$ cat src/rtl/clkdiv_prog.sv
// Programmable multi-channel clock-enable generator.
// Each channel has a reloading down-counter, shadowed config registers and a pulse or square output.
module clkdiv_prog #(
  parameter int NCH     = 4,
  parameter int DIV_W   = 16,
  parameter int DEF_DIV = 3
) (
  input  logic             clk,
  input  logic             rst_n,
  input  logic [NCH-1:0]   ch_en,
  input  logic             sync_i,
  input  logic             cfg_we,
  input  logic [((NCH > 1) ? $clog2(NCH) : 1)-1:0] cfg_sel,
  input  logic [DIV_W-1:0] cfg_div,
  input  logic             cfg_mode,
  output logic [NCH-1:0]   cfg_pend,
  output logic [NCH-1:0]   tick_o,
  output logic [NCH-1:0]   wave_o
);

  localparam int SEL_W = (NCH > 1) ? $clog2(NCH) : 1;
  localparam logic [DIV_W-1:0] DEF_VAL = DIV_W'(DEF_DIV);

  // Shared write decoder; selects at or beyond NCH match no channel and are dropped.
  logic [NCH-1:0] wr_hit;

  always_comb begin
    wr_hit = '0;
    for (int i = 0; i < NCH; i++) begin
      if (cfg_we && (32'(cfg_sel) == 32'(i))) begin
        wr_hit[i] = 1'b1;
      end
    end
  end

  for (genvar g = 0; g < NCH; g++) begin : g_ch
    logic [DIV_W-1:0] cnt;
    logic [DIV_W-1:0] div_act;
    logic [DIV_W-1:0] div_sh;
    logic             mode_act;
    logic             mode_sh;
    logic             pend;
    logic             tick;
    logic             sq;
    logic             wave;
    logic [DIV_W-1:0] nxt_div;
    logic             nxt_mode;

    // Value that becomes active at the next commit point.
    always_comb begin
      nxt_div  = pend ? div_sh  : div_act;
      nxt_mode = pend ? mode_sh : mode_act;
    end

    always_ff @(posedge clk or negedge rst_n) begin
      if (!rst_n) begin
        cnt      <= DEF_VAL;
        div_act  <= DEF_VAL;
        div_sh   <= DEF_VAL;
        mode_act <= 1'b0;
        mode_sh  <= 1'b0;
        pend     <= 1'b0;
        tick     <= 1'b0;
        sq       <= 1'b0;
        wave     <= 1'b0;
      end else if (!ch_en[g] || sync_i) begin
        // Idle or phase-align: commit immediately, using a same-cycle write if present.
        if (wr_hit[g]) begin
          div_act  <= cfg_div;
          mode_act <= cfg_mode;
          div_sh   <= cfg_div;
          mode_sh  <= cfg_mode;
          cnt      <= cfg_div;
        end else begin
          div_act  <= nxt_div;
          mode_act <= nxt_mode;
          cnt      <= nxt_div;
        end
        pend <= 1'b0;
        tick <= 1'b0;
        sq   <= 1'b0;
        wave <= 1'b0;
      end else if (cnt != '0) begin
        cnt  <= cnt - DIV_W'(1);
        tick <= 1'b0;
        wave <= mode_act & sq;
        if (wr_hit[g]) begin
          div_sh  <= cfg_div;
          mode_sh <= cfg_mode;
          pend    <= 1'b1;
        end
      end else begin
        // Terminal count: reload from the committed value; a write landing now waits a period.
        tick     <= 1'b1;
        div_act  <= nxt_div;
        mode_act <= nxt_mode;
        cnt      <= nxt_div;
        sq       <= nxt_mode & ~sq;
        wave     <= nxt_mode ? ~sq : 1'b1;
        if (wr_hit[g]) begin
          div_sh  <= cfg_div;
          mode_sh <= cfg_mode;
          pend    <= 1'b1;
        end else begin
          pend <= 1'b0;
        end
      end
    end

    assign tick_o[g]   = tick;
    assign wave_o[g]   = wave;
    assign cfg_pend[g] = pend;
  end

endmodule

$ cat config.mk
export PLATFORM = sky130hd
export DESIGN_NAME = clkdiv_prog
export DESIGN_NICKNAME = d
export VERILOG_FILES = /design/src/rtl/clkdiv_prog.sv
export SDC_FILE = /design/constraint.sdc
export NUM_CORES = 1
export LEC_CHECK = 0
export CORE_MARGIN = 2
export CORE_UTILIZATION = 30
export DETAILED_ROUTE_END_ITERATION = 10
export GPL_TIMING_DRIVEN = 0
export HOLD_SLACK_MARGIN = 0.05
export PLACE_DENSITY = 0.42
export SLEW_MARGIN = 15
export SYNTH_ARGS = -nofsm -noshare
export SYNTH_HDL_FRONTEND = slang
export SYNTH_SLANG_ARGS = --single-unit
$ cat constraint.sdc
create_clock -name clk -period 3.31 [get_ports clk]
set_input_delay 0.331 -clock clk [delete_from_list [all_inputs] [get_ports clk]]
set_output_delay 0.331 -clock clk [all_outputs]
set_load 0.005 [all_outputs]
======== Yosys cells after proc, flatten, opt, wreduce, memory -nomap -nowiden ========
Index checks and enable logic that the tools add are counted.
storage, ports and cells
  register bits ........................... 216
  bits of input ports ..................... 27
  output and inout port bits .............. 12
  logic and storage cells ................. 168
cells by class
  $add $sub $neg .......................... 4
  equality and inequality tests ........... 11
  multiplexer cells ....................... 88
  bitwise operators ....................... 12
  reduce and logical (&&, ||, !) cells .... 17
operators with widths
  operator                 count
  $mux W16                 24
  $mux W1                  64
  $reduce_bool A16 Y1      4
  $sub A16 B1 Y16 const B  4
  $ne A3 B3 Y1 const B     4
  $and A1 B1 Y1            8
  $ne A2 B2 Y1 const B     4
  $eq A2 B2 Y1 const B     2
  $logic_and A1 B1 Y1      4
  $logic_not A1 Y1         4
  $logic_or A1 B1 Y1       4
  $not A1 Y1               4
  $eq A2 B1 Y1 const B     1
  $logic_not A2 Y1         1

======== Depth between registers and ports, before layout ========
Gate-level depths: netlist of run 1.
  word-level depth ........................ 6
  gate-level depth with buffers ........... 9
  mapped depth without buffers ............ 7

======== Worst setup path after synthesis of run 1 ========
Ideal clock, no wire load.
  path kind ............................... reg-to-reg
  from .................................... register g_ch[0].cnt[0]
  to ...................................... register g_ch[0].wave
  arrival time ............................ 2,197 ps
  data required time ...................... 3,236 ps
  slack ................................... 1,039 ps
  cell stages (with the launch flop) ...... 9
  buffers on the path ..................... 2
  cells stage by stage .................... dfstp_2 inv_1 ha_1 or4b_2 or4_4 buf_6 buf_6 a21o_1 a21oi_2
between the ends
  longest elaborated chain between the ends .. 3
RTL lines
  element                   RTL line  text
  start: declaration        37        logic [DIV_W-1:0] cnt;
  start signal: assignment  73        cnt <= cfg_div;
  start signal: assignment  77        cnt <= nxt_div;
  start signal: assignment  84        cnt <= cnt - DIV_W'(1);
  $reduce_bool A16 Y1       83        end else if (cnt != '0) begin
  $mux W1                   83
  $mux W1                   66        end else if (!ch_en[g] || sync_i) begin
  end signal: assignment    86        wave <= mode_act & sq;
  end signal: assignment    99        wave <= nxt_mode ? ~sq : 1'b1;
  end: declaration          45        logic wave;
Every way passes these cells.
A chain may end at the register's enable or synchronous reset.

======== Worst setup path in the final report of run 1 ========
  from .................................... register g_ch[2].cnt[0]
  to ...................................... register g_ch[2].wave
between the ends
  longest elaborated chain between the ends .. 3
RTL lines
  element                   RTL line
  start: declaration        37
  start signal: assignment  73
  start signal: assignment  77
  start signal: assignment  84
  $reduce_bool A16 Y1       83
  $mux W1                   83
  $mux W1                   66
  end signal: assignment    86
  end signal: assignment    99
  end: declaration          45
Every way passes these cells.

==> results.txt, run 1 <==
----------------------------------------------------
[Outcome]
  Outcome ... completed

[Flow run]
  Maxcap violations ... 0

[Worst setup path]
  Capturing element type of the critical path ... flip-flop
  CP Class ... flip-flop to flip-flop
  Crit-path max FO ... 10
  Crit start category ... flip-flop
  Critical path data required time ... 3.73 ns
  Critical Path AT ... 3.22 ns

[Detailed routing]
  Via density ... slightly above 5
  Count of unresolved DRC violations after routing ... 0
  Total vias in the final route ... between 9000 and 10000
  Violation count after the first detailed-routing iteration ... about 550
  Detailed Routing Iterations Pass 1 ... 5
  Final routed wirelength across all metal layers ... ~37 mm
  Average wire per cell in the routed design ... ~20 um
  Remaining antenna violation count ... 0

[Timing]
  Max-slew headroom ... about a third
  Fmax ... 358 MHz
  Hold violation count in the final report ... 0
  Clock skew ... ~0.0095 ns
  Time the final worst path needs with I/O delays and setup ... ~2.8 ns
  Slew of the pin with the lowest slew margin ... around 0.99 ns
  Period utilization ... 84.4%
  RSZ-0062 raised after global routing ... false
  Number of endpoints failing setup at the final stage ... 0
  Total negative slack ... 0 ns
  Final count of pins violating max slew ... 0

[Global route]
  Gr ovfl total ... 0
  Number of antenna violations at the first check in global routing ... 1
  Overall global routing resource usage ... between 10% and 20%
  Vias in the first global route ... 9648
  Maximum number of pins on one net before global-route repair ... 86
  Global-route wire length before repair ... between 50 and 60 mm

[Synth]
  Total of flip-flops plus latches after synthesis ... around 220
  Warning count from the yosys run ... 0
  Post-synthesis sequential area ratio ... 46.9%
  Distinct cell type count after synthesis ... between 50 and 60
  Area share of the largest cell type after synthesis ... roughly 41%
  Mean post-synth cell area ... around 9 um2
  Synth Instances ... roughly 1300
  Cell type with the highest aggregate area in the netlist ... dfrtp_1
  Synth area leaders ... dfrtp_1, nand2_1, dfstp_2
  Fraction of synthesis flops using an asynchronous set or reset pin ... 100%
  Syn Std Cell Area ... about 12000 um2
  Mapped Nets ... roughly 1300
  Count of flip-flops with a built-in enable after synthesis ... 0
  Cell with the most instances after synthesis ... nand2_1
  Synth top cells by count ... nand2_1, dfrtp_1, a21oi_1
  Top FF cell, synth ... dfrtp_1

[Cells and area]
  Finished Core Util ... 35.8%
  Layout cell share with drive strength beyond 1 ... a little under an eighth
  P&R area growth vs syn ... 17.1%
  Finished Layout Cells ... roughly 1900
  Antenna diode count ... 0
  Final layout net count ... roughly 1400

[Power and ir drop]
  Internal Pwr Total ... approximately 5.7 mW
  Fraction of power consumed by combinational cells ... 18.9%
  Power dissipated by switching net loads ... around 2.4 mW
  Clock network fraction of design power ... a little under two fifths
  Power per Cell Area ... 603 nW/um2
  Maximum VDD drop ... ~0.37 mV
  Reported leakage power ... 5.26 nW
  Sequential share of power ... ~44%
  Switching power as a share of total power ... approximately 30%

[Worst hold path]
  Path class of the lowest-slack min-delay path ... primary input to async pin

[Placement]
  Dpl hpwl ... approximately 25 mm
  Gpl congestion ... 0.803
  Placed cells ... around 1800
  Number of port buffers ... 37

[Floorplanning]
  Core ar. ... between 30000 and 40000 um2
  I/O pin total ... 39
  Die height ... roughly 200 um
  Site Rows ... approximately 70
  Initial standard-cell utilization of the core ... between 30 and 40%
  Die W ... 200 um
  Die area ... 40200 um2

[Clock network]
  Clk_lat worst skew ... around 0.55 ns
  Maximum buffer depth of the clock tree ... 3
  Root Buffer ... clkbuf_16
  Number of buffers added for setup after CTS ... 0
  CTS sink cnt ... 216
  Clock-pin slew on the worst setup and hold paths ... 0.06 ns
  CTS H-tree lvls ... 1
  CTS tree ... done
  TritonCTS buffer count ... 27

----------------------------------------------------
cell families (layout without fill, tap and decap cells):
family	count (synthesis)	in the layout	synth area share [%]
AO/OA/AOI/OAI	297	297	14.8
XOR/XNOR	46	46	3.48
adder cells (fa/ha/maj)	8	8	0.864
buffers and inverters	107	196	4.14
flip-flops	216	216	46.9
multiplexers	102	102	9.31
AND/OR/NAND/NOR	516	516	20.5
registers in the layout, indices dropped and copies added, names as in the netlist:
signal	flops
g_ch.cnt	64
g_ch.div_act	64
g_ch.div_sh	64
g_ch.mode_act	4
g_ch.mode_sh	4
g_ch.pend	4
g_ch.sq	4
g_ch.tick	4
g_ch.wave	4
placed cells by master (no fill, tap or decap), drive strengths merged, types with 24 or more instances in the layout:
master and n:
nor3 39, clkdlybuf4s50 36, nand2 286, clkbuf 113, o21ai 86, buf 32
mux2i 56, a21oi 122, nor2 72, dfrtp 192, mux2 46, dfstp 24
per-stage QoR:
step | hold WS [ns] | setup slack (ns) | power [mW] | instance area, um2
2_1_floorplan | 0.0354 | 1.04 | 4.67 | 11600
3_3_place_gp | 0.450 | -8.35 | 5.17 | 12600
3_5_place_dp | 0.300 | 0.0933 | 5.19 | 12700
4_1_cts | 0.311 | 0.409 | 8.29 | 13600
5_1_grt | 0.353 | 0.174 | 8.67 | 13600
6_report | 0.313 | 0.516 | 8.18 | 13600
worst max-delay path, cell delays in order (launching register included):
cell and delay (ns):
dfstp_2 0.37, inv_1 0.11, ha_1 0.16, nor4b_1 0.46
and4_1 0.27, clkbuf_1 0.42, clkbuf_1 0.47, a21oi_1 0.08
nor3_1 0.32
power by group through the flow:
| stage | clock (mW) | combinational (mW) | sequential (mW) |
|---|---|---|---|
| 3_5_place_dp | 0 | 1.55 | 3.64 |
| 4_1_cts | 3.12 | 1.56 | 3.61 |
| 3_3_place_gp | 0 | 1.53 | 3.65 |
| 6_report | 3.03 | 1.55 | 3.61 |
| 2_1_floorplan | 0 | 1.13 | 3.54 |
| 5_1_grt | 3.21 | 1.76 | 3.69 |
worst paths after layout:
check | start | to | slack, ns | depth (start not counted)
max | g_ch[2].cnt[0]$_DFF_PN1_ | g_ch[2].wave$_DFF_PN0_ | 0.52 | 8
min | rst_n | g_ch[3].div_sh[9]$_DFFE_PN0P_ | 0.31 | 2
max reg2reg | g_ch[2].cnt[0]$_DFF_PN1_ | g_ch[2].wave$_DFF_PN0_ | 0.52 | 8
min reg2reg | g_ch[1].div_sh[1]$_DFFE_PN1P_ | g_ch[1].div_sh[1]$_DFFE_PN1P_ | 0.46 | 2
max in group asynchronous | rst_n | g_ch[1].div_sh[1]$_DFFE_PN1P_ | 2.14 | 3
min in group clk | cfg_div[6] | g_ch[0].div_sh[6]$_DFFE_PN0P_ | 0.35 | 3
cell type report:
cell class                      instances  area (um2)
Timing Repair Buffer                   40         440
Clock buffer                           46         837
Multi-Input combinational cell        969        5670
Fill cell                            3964       24300
Sequential cell                       216        5440
Inverter                               11        41.3
Tap cell                              511         639
Buffer                                 96         438
Clock inverter                          3        65.1
timing repair:
| item | 4_1_cts | 5_1_grt |
|---|---|---|
| endpoints found under the hold margin | 51 | 0 |
| hold buffers | 1 | 0 |
| resized for setup | 0 | 0 |
metal layers:
| layer | share of wire (%) | GRT usage (%) | vias up |
|---|---|---|---|
| li1 | - | - | 4659 |
| met1 | 49 | 26.2 | 4670 |
| met2 | 45 | 29.0 | 187 |
| met3 | 3.3 | 2.24 | 45 |
| met4 | 2.9 | 5.03 | 0 |
| met5 | 0 | 0 | - |
(Power assumes the default switching activity.)
==> inputs of run 2 (changes only) <==
==> constraint.sdc (replaced) <==
create_clock -name clk -period 2.6 [get_ports clk]
set_input_delay 0.26 -clock clk [delete_from_list [all_inputs] [get_ports clk]]
set_output_delay 0.26 -clock clk [all_outputs]
set_load 0.005 [all_outputs]
==> run 2 against run 1 <==
Power rose by 27%. Utilization up 0.14 points. Routed wire length decreased by 0.14%. Largest cell class unchanged.
==> results.txt, run 2 (synthesis results as in run 1) <==
----------------------------------------------------
[Cells and area]
  Layout cell share with drive strength beyond 1 ... 12.9% (+1.4 points)
  Largest registers in the final layout ... g_ch.cnt x64, g_ch.div_act x64, g_ch.div_sh x64
  Antenna diode count ... 0 (unchanged)
  Commonest non-fill, non-tap cell in the layout ... nand2_1
  Filler Cell Count ... 3958 (-0.15%)
  P&R area growth vs syn ... 17.6%
  Cell area after layout ... 13600 um2 (+0.40%)
  Final layout net count ... 1396 (unchanged)
  Finished Layout Cells ... 1892 (unchanged)
  Most frequent cells in the layout ... nand2_1, dfrtp_1, a21oi_1, o21ai_0, nor2_1

[Worst setup path]
  Crit start category ... flip-flop
  Crit-path max FO ... 10 (unchanged)
  Critical path data required time ... 3.07 ns (-0.66 ns)
  Critical Path AT ... 2.89 ns (-0.33 ns)
  Capturing element type of the critical path ... flip-flop
  CP Class ... flip-flop to flip-flop
  Origin of the worst setup path ... g_ch[0].cnt[0]$_DFF_PN1_
  Critical R2R Launch ... g_ch[0].cnt[0]$_DFF_PN1_

[Detailed routing]
  Amount of wire on met3 after detailed routing ... 1.33 mm (+9.0%)
  Total vias in the final route ... 9543 (-0.19%)
  Met2 routed wirelength ... 16.5 mm (+0.22%)
  Final routed wirelength across all metal layers ... 36.8 mm (-0.14%)
  Highest signal layer in the routed design ... met4
  Average wire per cell in the routed design ... 19.4 um (-0.14%)
  Detailed Routing Iterations Pass 1 ... 9 (+4)
  Remaining antenna violation count ... 0 (unchanged)
  Via density ... 5.04 (-0.19%)
  Count of unresolved DRC violations after routing ... 0 (unchanged)
  Violation count after the first detailed-routing iteration ... 547 (-0.73%)
  DRT met1 WL ... 17.9 mm (-1.1%)

[Placement]
  Area after DPL ... 12700 um2 (unchanged)
  Number of port buffers ... 37 (unchanged)
  Gpl congestion ... 0.803 (unchanged)
  Dpl hpwl ... 24.5 mm (unchanged)
  Placed cells ... 1842 (unchanged)

[Worst hold path]
  Path class of the lowest-slack min-delay path ... primary input to async pin

[Clock network]
  CTS sink cnt ... 216 (unchanged)
  Maximum buffer depth of the clock tree ... 3 (unchanged)
  CTS H-tree lvls ... 1 (unchanged)
  Clk_lat worst skew ... 0.55 ns (about the same)
  TritonCTS buffer count ... 27 (unchanged)
  Clock-pin slew on the worst setup and hold paths ... 0.06 ns (about the same)
  CTS tree ... done
  Root Buffer ... clkbuf_16

[Global route]
  Vias in the first global route ... 9648 (unchanged)
  Number of antenna violations at the first check in global routing ... 1 (unchanged)
  Maximum number of pins on one net before global-route repair ... 86 (unchanged)
  Global-route wire length before repair ... 57.7 mm (about the same)
  Overall global routing resource usage ... 18.3% (about the same)
  Gr ovfl total ... 0 (unchanged)

[Floorplanning]
  I/O pin total ... 39 (unchanged)
  Site Rows ... 71 (unchanged)
  Core ar. ... 37800 um2 (unchanged)
  Initial standard-cell utilization of the core ... 30.6% (unchanged)
  Die height ... 200 um (unchanged)
  Die area ... 40200 um2 (unchanged)
  Die W ... 200 um (unchanged)

[Flow run]
  Maxcap violations ... 0 (unchanged)

[Timing]
  RSZ-0062 raised after global routing ... false
  Hold violation count in the final report ... 0 (unchanged)
  Number of endpoints failing setup at the final stage ... 0 (unchanged)
  Total negative slack ... 0 ns (unchanged)
  Period utilization ... 93.3% (+8.8 points)
  Worst hold-check slack ... 0.240 ns (-0.0730 ns)
  Clock skew ... 0.00873 ns (-0.000775 ns)
  Slew of the pin with the lowest slew margin ... 0.916 ns (-0.0690 ns)
  Max-slew headroom ... 38.8% (+4.6 points)
  Fmax ... 412 MHz (+15%)
  Final count of pins violating max slew ... 0 (unchanged)
  Time the final worst path needs with I/O delays and setup ... 2.42 ns (-0.369 ns)

[Power and ir drop]
  Clock network fraction of design power ... 37.0% (about the same)
  Maximum VDD drop ... 0.475 mV (+28%)
  Switching power as a share of total power ... 29.9% (+0.040 points)
  Power dissipated by switching net loads ... 3.12 mW (+28%)
  Reported leakage power ... 5.31 nW (+0.92%)
  Fraction of power consumed by combinational cells ... 18.9% (about the same)
  Power per Cell Area ... 766 nW/um2 (+27%)
  Internal Pwr Total ... 7.31 mW (+27%)
  Sequential share of power ... 44.1% (about the same)

[Outcome]
  Outcome ... completed

----------------------------------------------------
==> run 2: cell types whose count changed in the layout (fill, tap and decap cells not counted), sizes merged <==
cell | before | now
buf | 32 | 29
clkbuf | 113 | 116
==> run 2: power groups by stage <==
| stage | Sequential, mW | Combinational [mW] | Clock, mW |
|---|---|---|---|
| floorplan | 4.50 | 1.44 | 0 |
| finish | 4.60 | 1.97 | 3.86 |
| global placement | 4.64 | 1.94 | 0 |
| detailed placement | 4.64 | 1.97 | 0 |
| global route | 4.70 | 2.25 | 4.09 |
| CTS | 4.59 | 1.99 | 3.98 |
==> run 2: what timing repair did <==
| item | in CTS | in global routing |
|---|---|---|
| hold endpoints to repair | 56 | 0 |
| resized for setup | 4 | 24 |
| pin swaps | 1 | 0 |
| hold buffers | 1 | 0 |
| buffers inserted | 1 | 0 |
| endpoints found under the setup margin | 55 | 93 |
==> run 2: metal layers <==
layer  vias up  GRT usage [%]
met5         -              0
met4         0           5.03
met3        45           2.40
met2       194           29.0
met1      4647           26.2
li1       4657              -
==> run 2: worst paths after layout <==
kind	endpoint	slack (ns)	cells past startpoint
hold reg to reg	g_ch[1].div_sh[1]$_DFFE_PN1P_	0.46	2
max in group asynchronous	g_ch[1].div_sh[1]$_DFFE_PN1P_	1.51	3
hold / removal	g_ch[3].div_sh[9]$_DFFE_PN0P_	0.24	2
setup / recovery	g_ch[0].wave$_DFF_PN0_	0.18	8
setup reg to reg	g_ch[0].wave$_DFF_PN0_	0.18	8
min in group clk	g_ch[0].div_sh[6]$_DFFE_PN0P_	0.28	3
==> run 2: worst max-delay path: stages (launching register included) <==
cell and delay (ns):
dfstp_2 0.39, inv_1 0.08, ha_1 0.19, or4b_2 0.66
or4_4 0.44, buf_6 0.16, buf_6 0.15, a21o_1 0.16
a21oi_2 0.13
==> run 2: area by class of cell <==
cell class              count  area (um2)  share of cell area, %
clock inverters             3        65.1                  0.478
clock buffers              46         837                   6.15
well taps                 511         639                   4.70
flip-flops and latches    216        5440                   39.9
plain buffers              95         454                   3.34
multi-input cells         969        5700                   41.8
inverters                  11        41.3                  0.303
repair buffers             41         448                   3.29
==> run 2: stage by stage <==
step / util, % / power [mW] / setup WS (ns)
2_1_floorplan: - / 5.94 / 0.329
3_3_place_gp: 33.3 / 6.59 / -8.99
3_5_place_dp: 33.4 / 6.61 / -0.546
4_1_cts: 35.9 / 10.6 / 0.0294
5_1_grt: 36.0 / 11.0 / 0.0217
6_report: 36.0 / 10.4 / 0.175
